`config.mk`:
```
export PLATFORM = sky130hd
export DESIGN_NAME = multicycle_ctrl
export DESIGN_NICKNAME = d
export VERILOG_FILES = /design/src/rtl/multicycle_ctrl.sv
export SDC_FILE = /design/constraint.sdc
export NUM_CORES = 1
export LEC_CHECK = 0
export CORE_ASPECT_RATIO = 0.75
export CORE_MARGIN = 10
export CORE_UTILIZATION = 45
export CTS_CLUSTER_DIAMETER = 30
export CTS_CLUSTER_SIZE = 24
export DETAILED_ROUTE_END_ITERATION = 6
export PLACE_DENSITY = 0.83
export SYNTH_ARGS = -nofsm -noshare
export SYNTH_HDL_FRONTEND = slang
export SYNTH_SLANG_ARGS = --single-unit
export TNS_END_PERCENT = 10
```
`constraint.sdc`:
```
create_clock -name clk -period 3.1 [get_ports clk]
set_input_delay 0.93 -clock clk [delete_from_list [all_inputs] [get_ports clk]]
set_output_delay 0.93 -clock clk [all_outputs]
set_load 0.05 [all_outputs]
```
`src/rtl/multicycle_ctrl.sv`:
```
// multicycle_ctrl: Moore sequencer for the multicycle MIPS-subset datapath.
// Define MULTICYCLE_CTRL_PERF_EN to enable the retired-instruction counter on instr_cnt.
module multicycle_ctrl #(
    parameter int TIMEOUT = 255,
    parameter int CNT_W   = 8
) (
    input  logic        clk,
    input  logic        rst,
    input  logic [5:0]  opcode,
    input  logic        mem_ready,
    output logic        PCWrite,
    output logic        PCWriteCond,
    output logic        IorD,
    output logic        MemRead,
    output logic        MemWrite,
    output logic        IRWrite,
    output logic        MemToReg,
    output logic        RegDst,
    output logic        RegWrite,
    output logic        ALUSrcA,
    output logic [1:0]  ALUSrcB,
    output logic [2:0]  ALUOp,
    output logic [1:0]  PCSource,
    output logic        err,
    output logic [1:0]  err_code,
    output logic [31:0] instr_cnt
);
    typedef enum logic [3:0] {
        IDLE, FETCH, DECODE, EXEC_R, WB_R, EXEC_I, WB_I,
        MEM_ADDR, MEM_RD, WB_MEM, MEM_WR, BRANCH, JUMP, TRAP
    } state_t;
    state_t state, next;
    logic [CNT_W-1:0] cnt;
    logic mem_st, timeout;
    assign mem_st  = state inside {FETCH, MEM_RD, MEM_WR};
    assign timeout = mem_st && !mem_ready && cnt == CNT_W'(TIMEOUT);
    // State, memory wait counter and sticky trap cause
    always_ff @(posedge clk) begin
        if (rst) begin
            state    <= IDLE;
            cnt      <= '0;
            err      <= 1'b0;
            err_code <= 2'b00;
        end else begin
            state <= next;
            cnt   <= (mem_st && next == state) ? cnt + 1'b1 : '0;
            err   <= err | (next == TRAP);
            if (next == TRAP && !err)
                err_code <= timeout ? 2'b10 : 2'b01;
        end
    end
    // Next state and datapath controls; only FETCH gates its enables on mem_ready
    always_comb begin
        next        = state;
        PCWrite     = 1'b0;
        PCWriteCond = 1'b0;
        IorD        = 1'b0;
        MemRead     = 1'b0;
        MemWrite    = 1'b0;
        IRWrite     = 1'b0;
        MemToReg    = 1'b0;
        RegDst      = 1'b0;
        RegWrite    = 1'b0;
        ALUSrcA     = 1'b0;
        ALUSrcB     = 2'b00;
        ALUOp       = 3'b000;
        PCSource    = 2'b00;
        case (state)
            IDLE: next = FETCH;
            FETCH: begin
                MemRead = 1'b1;
                ALUSrcB = 2'b01;
                IRWrite = mem_ready;
                PCWrite = mem_ready;
                next    = mem_ready ? DECODE : timeout ? TRAP : FETCH;
            end
            DECODE: begin
                ALUSrcB = 2'b11;
                case (opcode)
                    6'b000000:            next = EXEC_R;
                    6'b100011, 6'b101011: next = MEM_ADDR;
                    6'b000100:            next = BRANCH;
                    6'b000010:            next = JUMP;
                    6'b001000:            next = EXEC_I;
                    default:              next = TRAP;
                endcase
            end
            EXEC_R: begin
                ALUSrcA = 1'b1;
                ALUOp   = 3'b010;
                next    = WB_R;
            end
            WB_R: begin
                RegDst   = 1'b1;
                RegWrite = 1'b1;
                next     = FETCH;
            end
            EXEC_I: begin
                ALUSrcA = 1'b1;
                ALUSrcB = 2'b10;
                next    = WB_I;
            end
            WB_I: begin
                RegWrite = 1'b1;
                next     = FETCH;
            end
            MEM_ADDR: begin
                ALUSrcA = 1'b1;
                ALUSrcB = 2'b10;
                next    = (opcode == 6'b100011) ? MEM_RD : MEM_WR;
            end
            MEM_RD: begin
                MemRead = 1'b1;
                IorD    = 1'b1;
                next    = mem_ready ? WB_MEM : timeout ? TRAP : MEM_RD;
            end
            WB_MEM: begin
                MemToReg = 1'b1;
                RegWrite = 1'b1;
                next     = FETCH;
            end
            MEM_WR: begin
                MemWrite = 1'b1;
                IorD     = 1'b1;
                next     = mem_ready ? FETCH : timeout ? TRAP : MEM_WR;
            end
            BRANCH: begin
                ALUSrcA     = 1'b1;
                ALUOp       = 3'b001;
                PCWriteCond = 1'b1;
                PCSource    = 2'b01;
                next        = FETCH;
            end
            JUMP: begin
                PCWrite  = 1'b1;
                PCSource = 2'b10;
                next     = FETCH;
            end
            TRAP: next = TRAP;
            default: next = IDLE;
        endcase
    end
`ifdef MULTICYCLE_CTRL_PERF_EN
    logic retire;
    assign retire = next == FETCH && state inside {WB_R, WB_I, WB_MEM, MEM_WR, BRANCH, JUMP};
    // Count instructions as they complete and hand control back to FETCH
    always_ff @(posedge clk) begin
        if (rst)
            instr_cnt <= '0;
        else if (retire)
            instr_cnt <= instr_cnt + 32'd1;
    end
`else
    assign instr_cnt = 32'd0;
`endif
endmodule

```
== Word level (Yosys, flattened, before mapping) ==
Index checks and enable logic that the tools add are counted.

* Eq/ne operators: 21
* Add/sub/neg operators: 1
* Bitwise logic cells: 2
* Reduce and logical (&&, ||, !) cells: 17
* Muxes and demuxes: 23

{| class="wikitable"
|+ Operators by type and width
! cell !! count
|-
| 4-bit case mux with 9 select lines || 1
|-
| 4-bit equality test (second input constant) || 7
|-
| 4-bit case mux with 5 select lines || 1
|-
| 4-bit by 3-bit equality test with 1-bit output (second input constant) || 4
|-
| 6-bit equality test (second input constant) || 2
|-
| 4-bit 2-to-1 mux || 3
|-
| 2-bit OR reduction || 5
|-
| 1-bit 2-to-1 mux || 9
|-
| 3-bit 2-to-1 mux || 3
|-
| 8-bit by 1-bit adder with 8-bit output (second input constant) || 1
|-
| 4-bit by 2-bit equality test with 1-bit output (second input constant) || 2
|-
| 8-bit equality test (second input constant) || 1
|-
| 2-bit case mux with 2 select lines || 2
|-
| 6-bit by 2-bit equality test with 1-bit output (second input constant) || 1
|-
| 6-bit by 3-bit equality test with 1-bit output (second input constant) || 1
|-
| 6-bit by 4-bit equality test with 1-bit output (second input constant) || 1
|-
| 6-bit zero test || 1
|-
| 2-bit case mux with 3 select lines || 1
|-
| 6-bit OR reduction || 1
|-
| 4-bit by 1-bit equality test with 1-bit output (second input constant) || 1
|-
| 4-bit equality test || 1
|-
| 1-bit logical AND || 4
|-
| 4-bit zero test || 1
|-
| 2-bit 2-to-1 mux || 2
|-
| other kinds (7) || 8
|}

* Output and inout port bits: 52
* Bits in registers: 15
* Input bits: 9
* Logic and storage cells: 68

== Logic depth before layout (Yosys ltp) ==
* Word-level depth: 11
* Gate-level depth with buffers: 8
* Mapped depth without buffers: 7

== Worst setup path before layout ==
OpenSTA, ideal clock, no wires.

* Path kind: register to output
* From: reg state[0]
* To: out RegWrite
* Data required time: 2170 ps
* Arrival time: 2371 ps
* Path slack: -201 ps
* Stages on the path, launching flop included: 5
* Path through: dfxtp_1 > buf_6 > clkbuf_1 > nor3b_1 > a21o_1

* Cells in the longest elaborated chain, start to end: 3
* Elaborated cells between the ends (all ways): 5

{| class="wikitable"
|+ RTL lines
! what !! RTL line !! RTL
|-
| from (decl) || 32 || <nowiki>state_t state, next;</nowiki>
|-
| from (signal assigned) || 45 || <nowiki>state <= next;</nowiki>
|-
| 4-bit equality test / 4-bit by 3-bit equality test with 1-bit output (equally long branches) || 68 || <nowiki>case (state)</nowiki>
|-
| 3-bit OR reduction (no line) * || - ||
|-
| 1-bit 2-to-1 mux * || 68 ||
|-
| to (decl) || 19 || <nowiki>output logic RegWrite,</nowiki>
|}

Every way passes the cells marked *; elsewhere a longest branch is shown, timed or not.

== Final worst setup path ==
* From: in mem_ready
* To: out PCWrite

* Cells in the longest elaborated chain, start to end: 1

{| class="wikitable"
|+ RTL lines
! what !! RTL line !! RTL
|-
| from (decl) || 10 || <nowiki>input logic mem_ready,</nowiki>
|-
| 1-bit case mux with 2 select lines || 68 ||
|-
| to (decl) || 11 || <nowiki>output logic PCWrite,</nowiki>
|}

Every way passes these cells.

==> results.md <==
* Status: finished clean
* Synth warnings at 0
* R2R depth at 7
* Ys flop type: dfxtp_1
* Worst hold path class: reg2reg
* Xor/xnor cell area share of the yosys netlist at 0.0529
* Placed instance count at 221
* Worst skew pair latency at 0.25 ns
* Drt wl/cell at 13.5 um
* Worst flop-to-flop path endpoint: err_code[0]
* Largest net degree at the start of global routing at 14
* Synth area leader: dfxtp_1
* Top Ports at 61
* Setup CP Type: in2out
* CP Max Fanout at 6
* Slowest cell on crit path: clkdlybuf4s50_1
* Clock Path Buffers at 2
* # setup viols final at 0
* Tightest Pin Transition at 0.507 ns
* Crit. Startpoint: mem_ready
* Slew headroom at 0.661
* Pwr dens at 402 mW/mm^2
* Clock skew at 0.00675 ns
* Clk root buf: clkbuf_8
* Top-count cell post-synth: buf_4
* Commonest cells in the netlist: buf_4, nor2_1, dfxtp_1, nand2_1, o21ai_0
* F_max at 0.345 GHz
* Nets at 200
* Total Die Area at 0.00554 mm^2
* # rows at 16
* Fin. max-slew vios at 0
* Detail Route Antenna Nets at 0
* Crit path largest cell delay at 0.56 ns
* Die width at 82.7 um
* Cell area after synthesis at 0.00133 mm^2
* Max Cap Viol at 0
* Sequential area share after synthesis at 0.227
* Synth Area in Simple Gates at 0.297
* Synth Area per Inst at 8.18 um^2
* Kind of cell adding the most delay to the critical path: buffers and inverters
* Setup TNS at 0 ns
* Reg clk slew, reported paths at 0.05 ns
* TritonCTS buffer count at 3
* RSZ-0062 raised after global routing: false
* Post-route insts no fill at 225
* Hold Buf Count CTS at 0
* Wirelength, routed at 3.03 mm
* Post-synth top area share at 0.227
* Mux contribution to synthesized area at 0
* WHS Endpoint: cnt[0]
* Core area at 0.00270 mm^2
* Starting Density at 0.490
* Reg2reg start: state[3]
* DP HPWL at 2.50 mm
* Syn Inst Count at 162
* Synth Area in Compound Gates at 0.145
* GRT Util Overall at 0.104
* H-Tree Depth at 1
* Synth unique cells at 49
* Final Hold Vio Count at 0
* First-pass GRT wire length at 4.66 mm
* Vias at 1,066
* Via-to-Cell Ratio at 4.74
* Post-CTS Resized at 0
* Drt pass-1 iters at 4
* Worst hold path startpoint: cnt[0]
* R2r setup slk at 0.83 ns
* Iter 0 DRT Violations at 66
* CP Cell Sequence: clkdlybuf4s50_1 > nand2_1 > o21ai_0 > buf_12
* Crit start category: input pin
* GP Congestion at 0.965
* Hold Path Depth at 1
* Req. time, crit path at 2.17 ns
* Crit. End Element: primary output
* Final worst-path cycle share at 0.934
* Port bufs at 27
* Max IR drop VDD at 0.177 mV
* Area grow syn2layout at 17.1%
* Fraction of layout cells with a size suffix above 1 at 0.180
* Post-Synth Adder-Cell Area at 0.00944
* ANT cells at 0
* Seq cells post-synth at 15
* GRT overflow at 0
* CTS tree: done
* DRC Markers at 0
* Ys async rst share at 0
* Die H at 67.0 um
* # clock sinks at 15
* Post-layout min period at 2.90 ns
* Critical path data arrival time at 1.97 ns
* Vias in the first global route at 1,024
* Total power at 0.623 mW
* Lkg Pwr at 0.654 nW
* CP bufs+invs at 2
* Largest family of logic cells by synthesized area: simple AND/OR/NAND/NOR gates
* Top post-synthesis cells by area: dfxtp_1, buf_4, nor2_1
* Antenna violations before repair at 0
* Postcts setup bufs at 0
* Post-synth EDFFs at 0
[sequential cells by signal, indices dropped and copies added (netlist names)]
| signal | cells |
|---|---|
| err_code | 2 |
| cnt | 8 |
| state | 4 |
| err | 1 |
[cells in the final DEF, fill, tap and decap left out, types with 2 or more instances in the layout]
cell type	count
buf_4	13
nand2b_1	2
clkdlybuf4s50_1	14
clkbuf_8	3
nor3_1	6
conb_1	33
and3_1	4
o21ai_0	7
nor2b_1	2
xor2_1	4
xnor2_1	4
nand3_1	3
nand2_1	8
buf_12	5
dfxtp_1	15
a21oi_1	6
a31oi_1	2
nor2_1	19
nor3b_2	2
inv_1	6
[worst max-delay path by stage]
stage	to	slack, ns	depth (start not counted)
floorplan	ALUOp[1]	0.30	4
global placement	err_code[0]	0.14	7
detailed placement	cnt[5]	0.13	7
CTS	PCWrite	0.21	4
global route	PCSource[1]	0.12	3
finish	PCWrite	0.20	4
[cell families after synthesis]
logic type | count (synthesis)
AO/OA/AOI/OAI | 26
XOR/XNOR | 8
adder cells (fa/ha/maj) | 1
buffers and inverters | 48
flip-flops | 15
other | 1
AND/OR/NAND/NOR | 63
[power by group]
part / total (mW) / internal, mW / switching (mW)
Sequential: 0.208 / 0.198 / 0.00987
Combinational: 0.261 / 0.0714 / 0.190
Clock: 0.154 / 0.0909 / 0.0629
Total: 0.623 / 0.361 / 0.263
[layer usage]
layer / up-vias / GRT usage / wire (um)
met4: 0 / 0.0208 / 21
met3: 2 / 0.0442 / 358
met1: 464 / 0.129 / 1300
li1: 548 / - / -
met2: 52 / 0.163 / 1350
met5: - / 0 / 0
[through the flow]
| stage | area (um^2) | worst slack (ns) | hold slack [ns] | utilization |
|---|---|---|---|---|
| floorplan | 1450 | 0.301 | 0.430 | - |
| global placement | 1510 | 0.144 | 0.452 | 0.557 |
| detailed placement | 1510 | 0.131 | 0.457 | 0.557 |
| CTS | 1550 | 0.206 | 0.477 | 0.574 |
| global route | 1550 | 0.118 | 0.524 | 0.574 |
| finish | 1550 | 0.204 | 0.480 | 0.574 |
[layout make-up]
| cell class | instances | area [um^2] |
|---|---|---|
| fill | 259 | 1150 |
| multi-input combinational | 131 | 797 |
| clock buffer | 4 | 45.0 |
| sequential | 15 | 300 |
| timing repair buffer | 32 | 338 |
| tap | 36 | 45.0 |
| inverter | 7 | 26.3 |
(Power assumes the default switching activity.)
